===== src/rtl/psg_ecfs_lvdcdc_sd_adc_offset_cal_if.sv =====
// Control, sample and offset bundle between firmware/ADC datapath and the offset calibration sequencer.
// The slave side is the sequencer, and the master side is its environment.
interface psg_ecfs_lvdcdc_sd_adc_offset_cal_if;
   logic               cal_start;
   logic               cal_abort;
   logic               wr_en;
   logic [1:0]         wr_sel;
   logic [15:0]        wr_data;
   logic               sample_valid;
   logic signed [15:0] sample_i_phase_a_16;
   logic signed [15:0] sample_i_phase_b_16;
   logic signed [15:0] sample_v_out_16;
   logic signed [15:0] offset_i_phase_a;
   logic signed [15:0] offset_i_phase_b;
   logic signed [15:0] offset_v;
   logic               busy;
   logic               cal_done;
   logic               cal_error;
   logic [1:0]         err_code;

   modport master (
      output cal_start, cal_abort, wr_en, wr_sel, wr_data, sample_valid,
             sample_i_phase_a_16, sample_i_phase_b_16, sample_v_out_16,
      input  offset_i_phase_a, offset_i_phase_b, offset_v,
             busy, cal_done, cal_error, err_code
   );

   modport slave (
      input  cal_start, cal_abort, wr_en, wr_sel, wr_data, sample_valid,
             sample_i_phase_a_16, sample_i_phase_b_16, sample_v_out_16,
      output offset_i_phase_a, offset_i_phase_b, offset_v,
             busy, cal_done, cal_error, err_code
   );
endinterface


===== src/rtl/psg_ecfs_lvdcdc_sd_adc_offset_cal.sv =====
// Offset calibration sequencer for the three-channel sinc3 SD-ADC (phase A/B current, output voltage).
// Optional macro PSG_ECFS_SD_ADC_CAL_ROUND_EN: round half up when averaging instead of truncating.
module psg_ecfs_lvdcdc_sd_adc_offset_cal #(
   parameter int          AVG_LOG2       = 6,
   parameter int          SETTLE_SAMPLES = 4,
   parameter int          TIMEOUT_CYCLES = 1024,
   parameter logic [15:0] MAX_OFFSET     = 16'd2048
) (
   input  logic clk_adc,
   input  logic reset,
   psg_ecfs_lvdcdc_sd_adc_offset_cal_if.slave bus
);
   localparam int ACC_W = 16 + AVG_LOG2;
   localparam int CNT_W = (AVG_LOG2 + 1 > 4) ? AVG_LOG2 + 1 : 4;
   localparam int TMO_W = $clog2(TIMEOUT_CYCLES + 1);

   localparam logic [CNT_W-1:0]    SETTLE_LAST = CNT_W'(SETTLE_SAMPLES - 1);
   localparam logic [CNT_W-1:0]    ACCUM_LAST  = CNT_W'((1 << AVG_LOG2) - 1);
   localparam logic [TMO_W-1:0]    TMO_LAST    = TMO_W'(TIMEOUT_CYCLES - 1);
   localparam logic signed [16:0]  MAX_POS     = $signed({1'b0, MAX_OFFSET});
   localparam logic signed [16:0]  MAX_NEG     = -MAX_POS;

   localparam logic [1:0] ERR_NONE    = 2'd0;
   localparam logic [1:0] ERR_TIMEOUT = 2'd1;
   localparam logic [1:0] ERR_RANGE   = 2'd2;
   localparam logic [1:0] ERR_ABORT   = 2'd3;

   typedef enum logic [1:0] {IDLE, SETTLE, ACCUM, APPLY} state_t;

   state_t                  state;
   logic signed [ACC_W-1:0] acc_a, acc_b, acc_v;
   logic [CNT_W-1:0]        smp_cnt;
   logic [TMO_W-1:0]        tmo_cnt;
   logic signed [15:0]      saved_a, saved_b, saved_v;

   logic signed [16:0]      avg_a, avg_b, avg_v;
   logic                    fail;
   logic [1:0]              fail_code;

`ifdef PSG_ECFS_SD_ADC_CAL_ROUND_EN
   localparam logic signed [ACC_W:0] RND_HALF = (ACC_W+1)'(1) << (AVG_LOG2 - 1);
`endif

   // Average with one guard bit so the rounding increment cannot wrap the accumulator.
   function automatic logic signed [16:0] avg_of(input logic signed [ACC_W-1:0] acc);
      logic signed [ACC_W:0] ext;
      ext = {acc[ACC_W-1], acc};
`ifdef PSG_ECFS_SD_ADC_CAL_ROUND_EN
      ext = ext + RND_HALF;
`endif
      return 17'(ext >>> AVG_LOG2);
   endfunction

   function automatic logic in_range(input logic signed [16:0] v);
      return (v <= MAX_POS) && (v >= MAX_NEG);
   endfunction

   always_comb begin
      avg_a     = avg_of(acc_a);
      avg_b     = avg_of(acc_b);
      avg_v     = avg_of(acc_v);
      fail      = 1'b0;
      fail_code = ERR_NONE;
      // Abort outranks a same-cycle strobe or timeout.
      if (state != IDLE) begin
         if (bus.cal_abort) begin
            fail      = 1'b1;
            fail_code = ERR_ABORT;
         end else if (state == APPLY) begin
            if (!(in_range(avg_a) && in_range(avg_b) && in_range(avg_v))) begin
               fail      = 1'b1;
               fail_code = ERR_RANGE;
            end
         end else if (!bus.sample_valid && tmo_cnt == TMO_LAST) begin
            fail      = 1'b1;
            fail_code = ERR_TIMEOUT;
         end
      end
   end

   always_ff @(posedge clk_adc) begin
      if (reset) begin
         state                <= IDLE;
         acc_a                <= '0;
         acc_b                <= '0;
         acc_v                <= '0;
         smp_cnt              <= '0;
         tmo_cnt              <= '0;
         saved_a              <= '0;
         saved_b              <= '0;
         saved_v              <= '0;
         bus.offset_i_phase_a <= '0;
         bus.offset_i_phase_b <= '0;
         bus.offset_v         <= '0;
         bus.busy             <= 1'b0;
         bus.cal_done         <= 1'b0;
         bus.cal_error        <= 1'b0;
         bus.err_code         <= ERR_NONE;
      end else begin
         bus.cal_done <= 1'b0;
         if (fail) begin
            state                <= IDLE;
            bus.busy             <= 1'b0;
            bus.cal_error        <= 1'b1;
            bus.err_code         <= fail_code;
            bus.offset_i_phase_a <= saved_a;
            bus.offset_i_phase_b <= saved_b;
            bus.offset_v         <= saved_v;
         end else begin
            case (state)
               IDLE: begin
                  if (bus.cal_start) begin
                     state                <= SETTLE;
                     acc_a                <= '0;
                     acc_b                <= '0;
                     acc_v                <= '0;
                     smp_cnt              <= '0;
                     tmo_cnt              <= '0;
                     bus.cal_error        <= 1'b0;
                     bus.err_code         <= ERR_NONE;
                     bus.busy             <= 1'b1;
                     bus.offset_i_phase_a <= '0;
                     bus.offset_i_phase_b <= '0;
                     bus.offset_v         <= '0;
                  end else if (bus.wr_en) begin
                     case (bus.wr_sel)
                        2'd0: begin
                           saved_a              <= bus.wr_data;
                           bus.offset_i_phase_a <= bus.wr_data;
                        end
                        2'd1: begin
                           saved_b              <= bus.wr_data;
                           bus.offset_i_phase_b <= bus.wr_data;
                        end
                        2'd2: begin
                           saved_v              <= bus.wr_data;
                           bus.offset_v         <= bus.wr_data;
                        end
                        default: ;
                     endcase
                  end
               end
               SETTLE, ACCUM: begin
                  if (bus.sample_valid) begin
                     tmo_cnt <= '0;
                     if (state == SETTLE) begin
                        if (smp_cnt == SETTLE_LAST) begin
                           state   <= ACCUM;
                           smp_cnt <= '0;
                        end else begin
                           smp_cnt <= smp_cnt + CNT_W'(1);
                        end
                     end else begin
                        acc_a <= acc_a + ACC_W'(bus.sample_i_phase_a_16);
                        acc_b <= acc_b + ACC_W'(bus.sample_i_phase_b_16);
                        acc_v <= acc_v + ACC_W'(bus.sample_v_out_16);
                        if (smp_cnt == ACCUM_LAST) begin
                           state <= APPLY;
                        end else begin
                           smp_cnt <= smp_cnt + CNT_W'(1);
                        end
                     end
                  end else begin
                     tmo_cnt <= tmo_cnt + TMO_W'(1);
                  end
               end
               APPLY: begin
                  state                <= IDLE;
                  bus.busy             <= 1'b0;
                  bus.cal_done         <= 1'b1;
                  saved_a              <= avg_a[15:0];
                  saved_b              <= avg_b[15:0];
                  saved_v              <= avg_v[15:0];
                  bus.offset_i_phase_a <= avg_a[15:0];
                  bus.offset_i_phase_b <= avg_b[15:0];
                  bus.offset_v         <= avg_v[15:0];
               end
               default: state <= IDLE;
            endcase
         end
      end
   end
endmodule


===== src/flat_wrapper.sv =====
// flat-port wrapper written by rule: the top's interface ports become plain ports
module psg_ecfs_lvdcdc_sd_adc_offset_cal_flat 
#(
   parameter int          AVG_LOG2       = 6,
   parameter int          SETTLE_SAMPLES = 4,
   parameter int          TIMEOUT_CYCLES = 1024,
   parameter logic [15:0] MAX_OFFSET     = 16'd2048
)
  (clk_adc, reset, bus_cal_start, bus_cal_abort, bus_wr_en, bus_wr_sel, bus_wr_data, bus_sample_valid, bus_sample_i_phase_a_16, bus_sample_i_phase_b_16, bus_sample_v_out_16, bus_offset_i_phase_a, bus_offset_i_phase_b, bus_offset_v, bus_busy, bus_cal_done, bus_cal_error, bus_err_code);
  psg_ecfs_lvdcdc_sd_adc_offset_cal_if bus_i ();
  input  logic clk_adc;
  input  logic reset;
  input wire logic [$bits(bus_i.cal_start)-1:0] bus_cal_start;
  input wire logic [$bits(bus_i.cal_abort)-1:0] bus_cal_abort;
  input wire logic [$bits(bus_i.wr_en)-1:0] bus_wr_en;
  input wire logic [$bits(bus_i.wr_sel)-1:0] bus_wr_sel;
  input wire logic [$bits(bus_i.wr_data)-1:0] bus_wr_data;
  input wire logic [$bits(bus_i.sample_valid)-1:0] bus_sample_valid;
  input wire logic [$bits(bus_i.sample_i_phase_a_16)-1:0] bus_sample_i_phase_a_16;
  input wire logic [$bits(bus_i.sample_i_phase_b_16)-1:0] bus_sample_i_phase_b_16;
  input wire logic [$bits(bus_i.sample_v_out_16)-1:0] bus_sample_v_out_16;
  output wire logic [$bits(bus_i.offset_i_phase_a)-1:0] bus_offset_i_phase_a;
  output wire logic [$bits(bus_i.offset_i_phase_b)-1:0] bus_offset_i_phase_b;
  output wire logic [$bits(bus_i.offset_v)-1:0] bus_offset_v;
  output wire logic [$bits(bus_i.busy)-1:0] bus_busy;
  output wire logic [$bits(bus_i.cal_done)-1:0] bus_cal_done;
  output wire logic [$bits(bus_i.cal_error)-1:0] bus_cal_error;
  output wire logic [$bits(bus_i.err_code)-1:0] bus_err_code;
  assign bus_i.cal_start = bus_cal_start;
  assign bus_i.cal_abort = bus_cal_abort;
  assign bus_i.wr_en = bus_wr_en;
  assign bus_i.wr_sel = bus_wr_sel;
  assign bus_i.wr_data = bus_wr_data;
  assign bus_i.sample_valid = bus_sample_valid;
  assign bus_i.sample_i_phase_a_16 = bus_sample_i_phase_a_16;
  assign bus_i.sample_i_phase_b_16 = bus_sample_i_phase_b_16;
  assign bus_i.sample_v_out_16 = bus_sample_v_out_16;
  assign bus_offset_i_phase_a = bus_i.offset_i_phase_a;
  assign bus_offset_i_phase_b = bus_i.offset_i_phase_b;
  assign bus_offset_v = bus_i.offset_v;
  assign bus_busy = bus_i.busy;
  assign bus_cal_done = bus_i.cal_done;
  assign bus_cal_error = bus_i.cal_error;
  assign bus_err_code = bus_i.err_code;
  psg_ecfs_lvdcdc_sd_adc_offset_cal #(.AVG_LOG2(AVG_LOG2), .SETTLE_SAMPLES(SETTLE_SAMPLES), .TIMEOUT_CYCLES(TIMEOUT_CYCLES), .MAX_OFFSET(MAX_OFFSET)) u_core (.clk_adc(clk_adc), .reset(reset), .bus(bus_i));
endmodule

===== config.mk =====
export PLATFORM = sky130hd
export DESIGN_NAME = psg_ecfs_lvdcdc_sd_adc_offset_cal_flat
export DESIGN_NICKNAME = d
export VERILOG_FILES = /design/src/rtl/psg_ecfs_lvdcdc_sd_adc_offset_cal_if.sv /design/src/rtl/psg_ecfs_lvdcdc_sd_adc_offset_cal.sv /design/src/flat_wrapper.sv
export SDC_FILE = /design/constraint.sdc
export NUM_CORES = 1
export LEC_CHECK = 0
export CORE_ASPECT_RATIO = 0.75
export CORE_MARGIN = 5
export CORE_UTILIZATION = 52
export DETAILED_ROUTE_END_ITERATION = 10
export PLACE_DENSITY = 0.78
export SLEW_MARGIN = 20
export SYNTH_ARGS = -nofsm -noshare
export SYNTH_HDL_FRONTEND = slang
export SYNTH_SLANG_ARGS = --single-unit

===== constraint.sdc =====
create_clock -name clk_adc -period 2.8 [get_ports clk_adc]
set_clock_uncertainty 0.1 [all_clocks]
set_input_delay 0.56 -clock clk_adc [delete_from_list [all_inputs] [get_ports clk_adc]]
set_output_delay 0.56 -clock clk_adc [all_outputs]
set_load 0.02 [all_outputs]

==> run summary <==
Setup crit start kind: primary input
WHS: 0.354 ns
Seq/Total Area, Yosys: 33.4%
All-layer global routing usage: 28.8%
TritonCTS Buffers: 17
Post-layout min period: 2.74 ns
FF-to-FF Start: u_core.acc_a[0]
Mapped Cells: 1,443
Antenna viol nets, final: 0
H-tree lvl count: 4
R2r endpoint: u_core.acc_a[10]
First-pass GRT wire length: 57,700 um
Final-report hold violation count: 0
Top Ports: 125
Hold endpoint: u_core.bus.offset_v[12]
FF+latch count, synth: 187
CP most frequent cell: a21oi_1
Top FF cell, synth: dfxtp_1
Wirelength per Cell: 18.3 um
Hold Path Class: flop to flop
Max VDD drop: 0.559 mV
First-pass DRT Iterations: 7
Placed cells: 1,974
Hold-fix buffers, CTS: 0
Critical Path RT: 3.00 ns
Slew @ Worst Pin: 0.698 ns
Part of the cycle the worst path needs: 97.7%
Overflow after GRT: 0
Syn Std Cell Area: 11,200 sq um
Final count of pins violating max slew: 0
Latest clock arrival within the worst-skew pair: 0.44 ns
DRC viols: 0
Syn Area/Cell: 7.77 sq um
Slowest CP cell: clkdlybuf4s50_1
Number of max-cap violations: 0
WP data arrival: 2.93 ns
# setup viols final: 0
Post-place setup slack: -0.739 ns
CP Max Fanout: 4
RSZ-0062 raised after global routing: true
Detailed placer's ending HPWL: 26,900 um
Yosys cell types: 70
Total number of vias: 11,928
Placer Congestion: 0.980
Number of vias per cell: 5.92
Final Util: 71.5%
Bufs on Longest Clock Path: 2
HP Start: u_core.bus.offset_v[12]
Hold path depth: 2
Core area: 21,200 sq um
Register-to-register setup slack: 0.10 ns
FILL cells: 1,634
Ys async rst share: 0%
Max incr delay on CP: 0.45 ns
Synth warnings: 0
Setup CP Type: primary input to flop
Die width: 180 um
CTS tree: yes
Clk slew on worst S/H paths: 0.08 ns
Clock root cell: clkbuf_16
Die Area: 24,600 sq um
Final WS setup: 0.0640 ns
Final cell count without fillers: 2,015
Post-synth EDFFs: 0
Register area: 3750 sq um
I/O Buffers: 124
Vias in the first global route: 11,203
Initial core utilization: 52.9%
Total power: 14.1 mW
Site Rows: 46
Status: completed
Die Ht: 137 um
Worst Setup End Kind: flop
Multi-input gate area: 7270 sq um
Nets: 1,857
Clk sinks: 187
CP Cell Sequence: clkdlybuf4s50_1 > ha_1 > a21o_1 > a221oi_1 > o22ai_1 > or3_1 > o221ai_2 > a21oi_1 > o21ai_0 > a21oi_1
Relative slew slack: 53.5%
Ant. Diodes: 0
Initial antenna violation count: 0
Layout area overhead: 35.0%
Worst r2r path cells: 12
Leak pwr: 6.19 nW
Post-Synthesis Net Count: 1,586
Pin count of the biggest net entering global routing: 84
DR iter-0 viols: 1,475
Fmax achieved: 0.366 GHz
Share of cells above drive strength 1: 18.8%
PD cells: 931 nW/um^2
Final Routed Wirelength: 36,900 um
[synth_stat cells (3+ instances only)]
cell / n / area share (%)
a21oi_1: 226 / 10
dfxtp_1: 187 / 33
nor2_1: 185 / 6.2
nand2_1: 125 / 4.2
o21ai_0: 85 / 3.8
ha_1: 68 / 7.6
clkbuf_1: 57 / 1.9
nand3_1: 50 / 2.2
xnor2_1: 33 / 2.6
inv_1: 31 / 1.0
a211oi_2: 28 / 3.1
a211oi_1: 26 / 1.7
a21o_1: 25 / 1.7
nor3_1: 25 / 1.1
nor2b_1: 24 / 1.3
and2_1: 22 / 1.2
o21a_1: 20 / 1.3
and3_1: 15 / 0.84
a22oi_1: 14 / 0.94
nor4_1: 14 / 0.78
xor2_1: 14 / 1.1
a31oi_1: 13 / 0.73
buf_2: 13 / 0.58
nand4_1: 13 / 0.73
nand2b_1: 11 / 0.61
or3_1: 9 / 0.50
buf_4: 7 / 0.47
o21bai_1: 7 / 0.47
o31ai_1: 7 / 0.47
o22ai_1: 6 / 0.33
or4_1: 6 / 0.40
a21boi_0: 4 / 0.27
a221oi_1: 4 / 0.31
a22o_1: 4 / 0.31
o211ai_1: 4 / 0.27
o31a_1: 4 / 0.31
a41oi_1: 3 / 0.23
and4_1: 3 / 0.23
fa_1: 3 / 0.54
o22ai_2: 3 / 0.33
or2_2: 3 / 0.17
[final cells by class]
| class | count | share of cell area (%) |
|---|---|---|
| well taps | 288 | 2.38 |
| multi-input cells | 1145 | 48.0 |
| repair buffers | 331 | 19.9 |
| flip-flops and latches | 187 | 24.7 |
| clock buffers | 17 | 2.81 |
| clock inverters | 15 | 1.36 |
| inverters | 32 | 0.810 |
[cells by family (layout without fill, tap and decap cells)]
family,Yosys count,count (layout),synth area share (%)
AO/OA/AOI/OAI,511,511,29.3
AND/OR/NAND/NOR,514,514,21.3
buffers and inverters,111,395,4.10
adder cells (fa/ha/maj),71,71,8.12
flip-flops,187,187,33.4
multiplexers,2,2,0.179
XOR/XNOR,47,47,3.67
[critical path, delay by kind of cell]
kind	cells	cell delay (ns)
AO/OA/AOI/OAI	7	1.22
buffers and inverters	1	0.45
adder cells (fa/ha/maj)	1	0.37
AND/OR/NAND/NOR	1	0.34
[registers in the layout (all words and copies together), names as in the netlist]
name                         cells
u_core.acc_a                    22
u_core.acc_b                    22
u_core.acc_v                    22
u_core.bus.offset_i_phase_a     16
u_core.bus.offset_i_phase_b     16
u_core.bus.offset_v             16
u_core.saved_a                  16
u_core.saved_b                  16
u_core.saved_v                  16
u_core.tmo_cnt                  11
u_core.smp_cnt                   7
u_core.bus.err_code              2
u_core.state                     2
u_core.bus.busy                  1
u_core.bus.cal_done              1
u_core.bus.cal_error             1
[how the worst max path moves through the flow]
stage / from / endpoint / cells after the start
2_1_floorplan: bus_sample_i_phase_a_16[0] / u_core.acc_a[16] / 11
5_1_grt: bus_sample_v_out_16[12] / u_core.acc_v[19] / 10
4_1_cts: bus_sample_i_phase_b_16[0] / u_core.acc_b[20] / 12
3_3_place_gp: bus_sample_i_phase_a_16[0] / u_core.acc_a[18] / 13
3_5_place_dp: bus_sample_i_phase_a_16[0] / u_core.acc_a[16] / 12
6_report: bus_sample_v_out_16[12] / u_core.acc_v[19] / 10
[placed cells by master (no fill, tap or decap), types with 4 or more instances in the layout]
master,count
a211oi_1,25
a211oi_2,29
a21o_1,25
a21oi_1,219
a21oi_2,6
a22o_1,4
a22oi_1,14
a31oi_1,10
and2_1,22
and3_1,15
buf_12,14
buf_4,189
clkbuf_16,19
clkdlybuf4s50_1,119
dfxtp_1,185
ha_1,64
inv_1,29
nand2_1,124
nand2b_1,10
nand3_1,50
nand4_1,13
nor2_1,184
nor2b_1,23
nor3_1,24
nor4_1,10
nor4_2,4
o211ai_1,4
o21a_1,20
o21ai_0,82
o21bai_1,7
o22ai_1,5
o22ai_2,4
o31ai_1,4
or3_1,8
or4_1,6
xnor2_1,33
xor2_1,14
[layer usage]
| metal | vias up | wire (um) | track usage, % |
|---|---|---|---|
| li1 | 5766 | - | - |
| met1 | 5518 | 15900 | 38.7 |
| met2 | 553 | 16600 | 46.1 |
| met3 | 91 | 3270 | 6.28 |
| met4 | 0 | 1140 | 10.0 |
| met5 | - | 0 | 0 |
[per-stage QoR]
stage | setup TNS, ns | cell area (sq um)
6_report | 0 | 15100
5_1_grt | -0.0897 | 15100
3_3_place_gp | -12.02 | 14200
3_5_place_dp | -14.44 | 14200
2_1_floorplan | 0 | 11200
4_1_cts | 0 | 14900
[repair_timing]
action,in CTS,in global routing
gates cloned,0,2
setup buffers,5,2
endpoints found under the setup margin,7,110
gates resized for setup,19,40
hold endpoints to repair,0,0
pin swaps,10,21
[report_power, final]
part | internal [mW] | total [mW] | switching [mW]
logic | 3.26 | 7.54 | 4.27
clock network | 1.44 | 2.61 | 1.16
registers | 3.43 | 3.95 | 0.519
(Power assumes the default switching activity.)
==> RTL change (same settings) <==
Encoding of `state_t`: now Gray code (2 bits for 4 states).
--- a/src/rtl/psg_ecfs_lvdcdc_sd_adc_offset_cal.sv
+++ b/src/rtl/psg_ecfs_lvdcdc_sd_adc_offset_cal.sv
@@ -27,3 +27,3 @@
 
-   typedef enum logic [1:0] {IDLE, SETTLE, ACCUM, APPLY} state_t;
+   typedef enum logic [1:0] {IDLE = 2'b00, SETTLE = 2'b01, ACCUM = 2'b11, APPLY = 2'b10} state_t;
 
Formal check against the unedited RTL: same outputs for any inputs over 4 cycles, from zero or initial values and one cycle with reset high; so few cycles prove little.
==> RTL change against the original RTL <==
- the run now ends with negative setup slack left
- sequential share of layout area decreased by 0.14 points
- via count increased by 1.5%
- global-route usage decreased by 0.055 points
- synthesized cell count decreased by 1.8%
- clock power decreased by 9.2%
- wire length increased by 4.1%
- cell area increased by 0.70%
- die area decreased by 3.0%
- register-to-register slack got worse by 300 ps
- worst setup slack got worse by 260 ps
- largest cell class unchanged
- final cell count decreased by 0.45%
- sequential cell count unchanged
- power decreased by 16%
- synthesized area decreased by 3.2%
==> RTL change: results (changes against the original RTL) <==
Worst EP arrival 3230 ps (was 2930 ps); gp weighted congestion 0.9086 (was 0.9799); first-pass GRT wire length 55.54 mm (was 57.72 mm); Post-Synth XOR/XNOR Area 4.115% (was 3.671%); DR pass1 iterations 6 (was 7); mux contribution to synthesized area 0.4726% (was 0.1785%); Unique masters post-synth 66 (was 70); Fillers 1480 (was 1634); final worst slack -196.4 ps (was 64.02 ps); Leak 6.264 nW (was 6.186 nW); Compound-Gate Fraction of Synth Area 27.80% (was 29.27%); total track usage 28.70% (was 28.75%); WL per Instance 19.16 microns (was 18.32 microns); reg2reg path depth 11 (was 12); NumNets Final 1855 (was 1857); layout cells sized above 1 21.87% (was 18.76%); top cells by area, synth dfxtp_1 (34%), a21oi_1 (12%), ha_1 (8.0%) (was dfxtp_1 (33%), a21oi_1 (10%), ha_1 (7.6%)); VDD IR max 0.0004611 V (was 0.0005586 V); status finished with violations (was finished, final reports clean); Post-synth top cells a21oi_1 (250), nor2_1 (196), dfxtp_1 (187) (was a21oi_1 (226), dfxtp_1 (187), nor2_1 (185)); DP HPWL 26.02 mm (was 26.91 mm); Setup Viol. Count Final 13 (was 0); Mapped Nets 1561 (was 1586); Crit-path slowest cell a221o_1 (was clkdlybuf4s50_1); failing checks negative setup slack; CP Max Fanout 3 (was 4)
RTL change: metal layers:
metal / global-route usage [%] / vias to the layer above / part of all wire (%) / wire length [microns]
li1: - / 5687 / - / -
met1: 41.02 / 5625 / 42 / 16150
met2: 45.35 / 709 / 45 / 17370
met3: 4.562 / 85 / 10 / 3950
met4: 7.388 / 0 / 2.5 / 966
met5: 0 / - / 0 / 0
RTL change: cells by family after synthesis:
| logic type | count (synthesis) |
|---|---|
| buffers and inverters | 100 |
| XOR/XNOR | 51 |
| flip-flops | 187 |
| multiplexers | 5 |
| adder cells (fa/ha/maj) | 72 |
| AO/OA/AOI/OAI | 511 |
| AND/OR/NAND/NOR | 491 |
RTL change: timing repair:
| action | CTS | global route |
|---|---|---|
| resized for setup | 31 | 96 |
| buffers inserted | 10 | 14 |
| cloned | 1 | 6 |
| pin swaps | 38 | 51 |
| setup endpoints to repair | 62 | 129 |
RTL change: final timing paths:
kind	endpoint	slack, ps	start
hold reg to reg	u_core.bus.offset_v[5]	350	u_core.bus.offset_v[5]
setup / recovery	u_core.acc_v[14]	-200	u_core.acc_v[0]
setup reg to reg	u_core.acc_v[14]	-200	u_core.acc_v[0]
hold / removal	u_core.bus.offset_v[5]	350	u_core.bus.offset_v[5]
RTL change: worst max-delay path: cells and delay by family, from the launching register on:
kind / cells / cell delay [ps]
XOR/XNOR: 1 / 180
buffers and inverters: 1 / 180
adder cells (fa/ha/maj): 2 / 500
AO/OA/AOI/OAI: 7 / 1570
flip-flops: 1 / 340
RTL change: cell type report:
type | instances | area share (%)
sequential | 187 | 24.60
tap | 282 | 2.314
clock inverter | 15 | 0.8616
clock buffer | 17 | 2.790
inverter | 22 | 0.5416
multi-input combinational | 1131 | 48.08
timing repair buffer | 352 | 20.82
RTL change: metrics by stage:
| step | utilization [%] | hold WS [ps] | setup slack (ps) | TNS, ps | cells |
|---|---|---|---|---|---|
| 6_report | 74.81 | 352.7 | -196.4 | -884.2 | 2006 |
| 4_1_cts | 71.51 | 358.6 | -132.7 | -388.5 | 1987 |
| 3_5_place_dp | 67.88 | 341.6 | -870.9 | -18900 | 1944 |
| 2_1_floorplan | - | 335.6 | -196.4 | -878.9 | 1417 |
| 5_1_grt | 74.81 | 382.9 | -248.0 | -4359 | 2006 |
| 3_3_place_gp | 67.88 | 333.9 | -833.5 | -16200 | 1944 |
RTL change: power groups by stage:
stage | Clock, mW | Combinational, mW | Sequential (mW)
2_1_floorplan | 0 | 2.96 | 3.53
3_3_place_gp | 0 | 5.14 | 3.35
3_5_place_dp | 0 | 5.29 | 3.37
4_1_cts | 2.36 | 5.49 | 3.32
5_1_grt | 2.47 | 6.56 | 3.39
6_report | 2.37 | 6.17 | 3.34
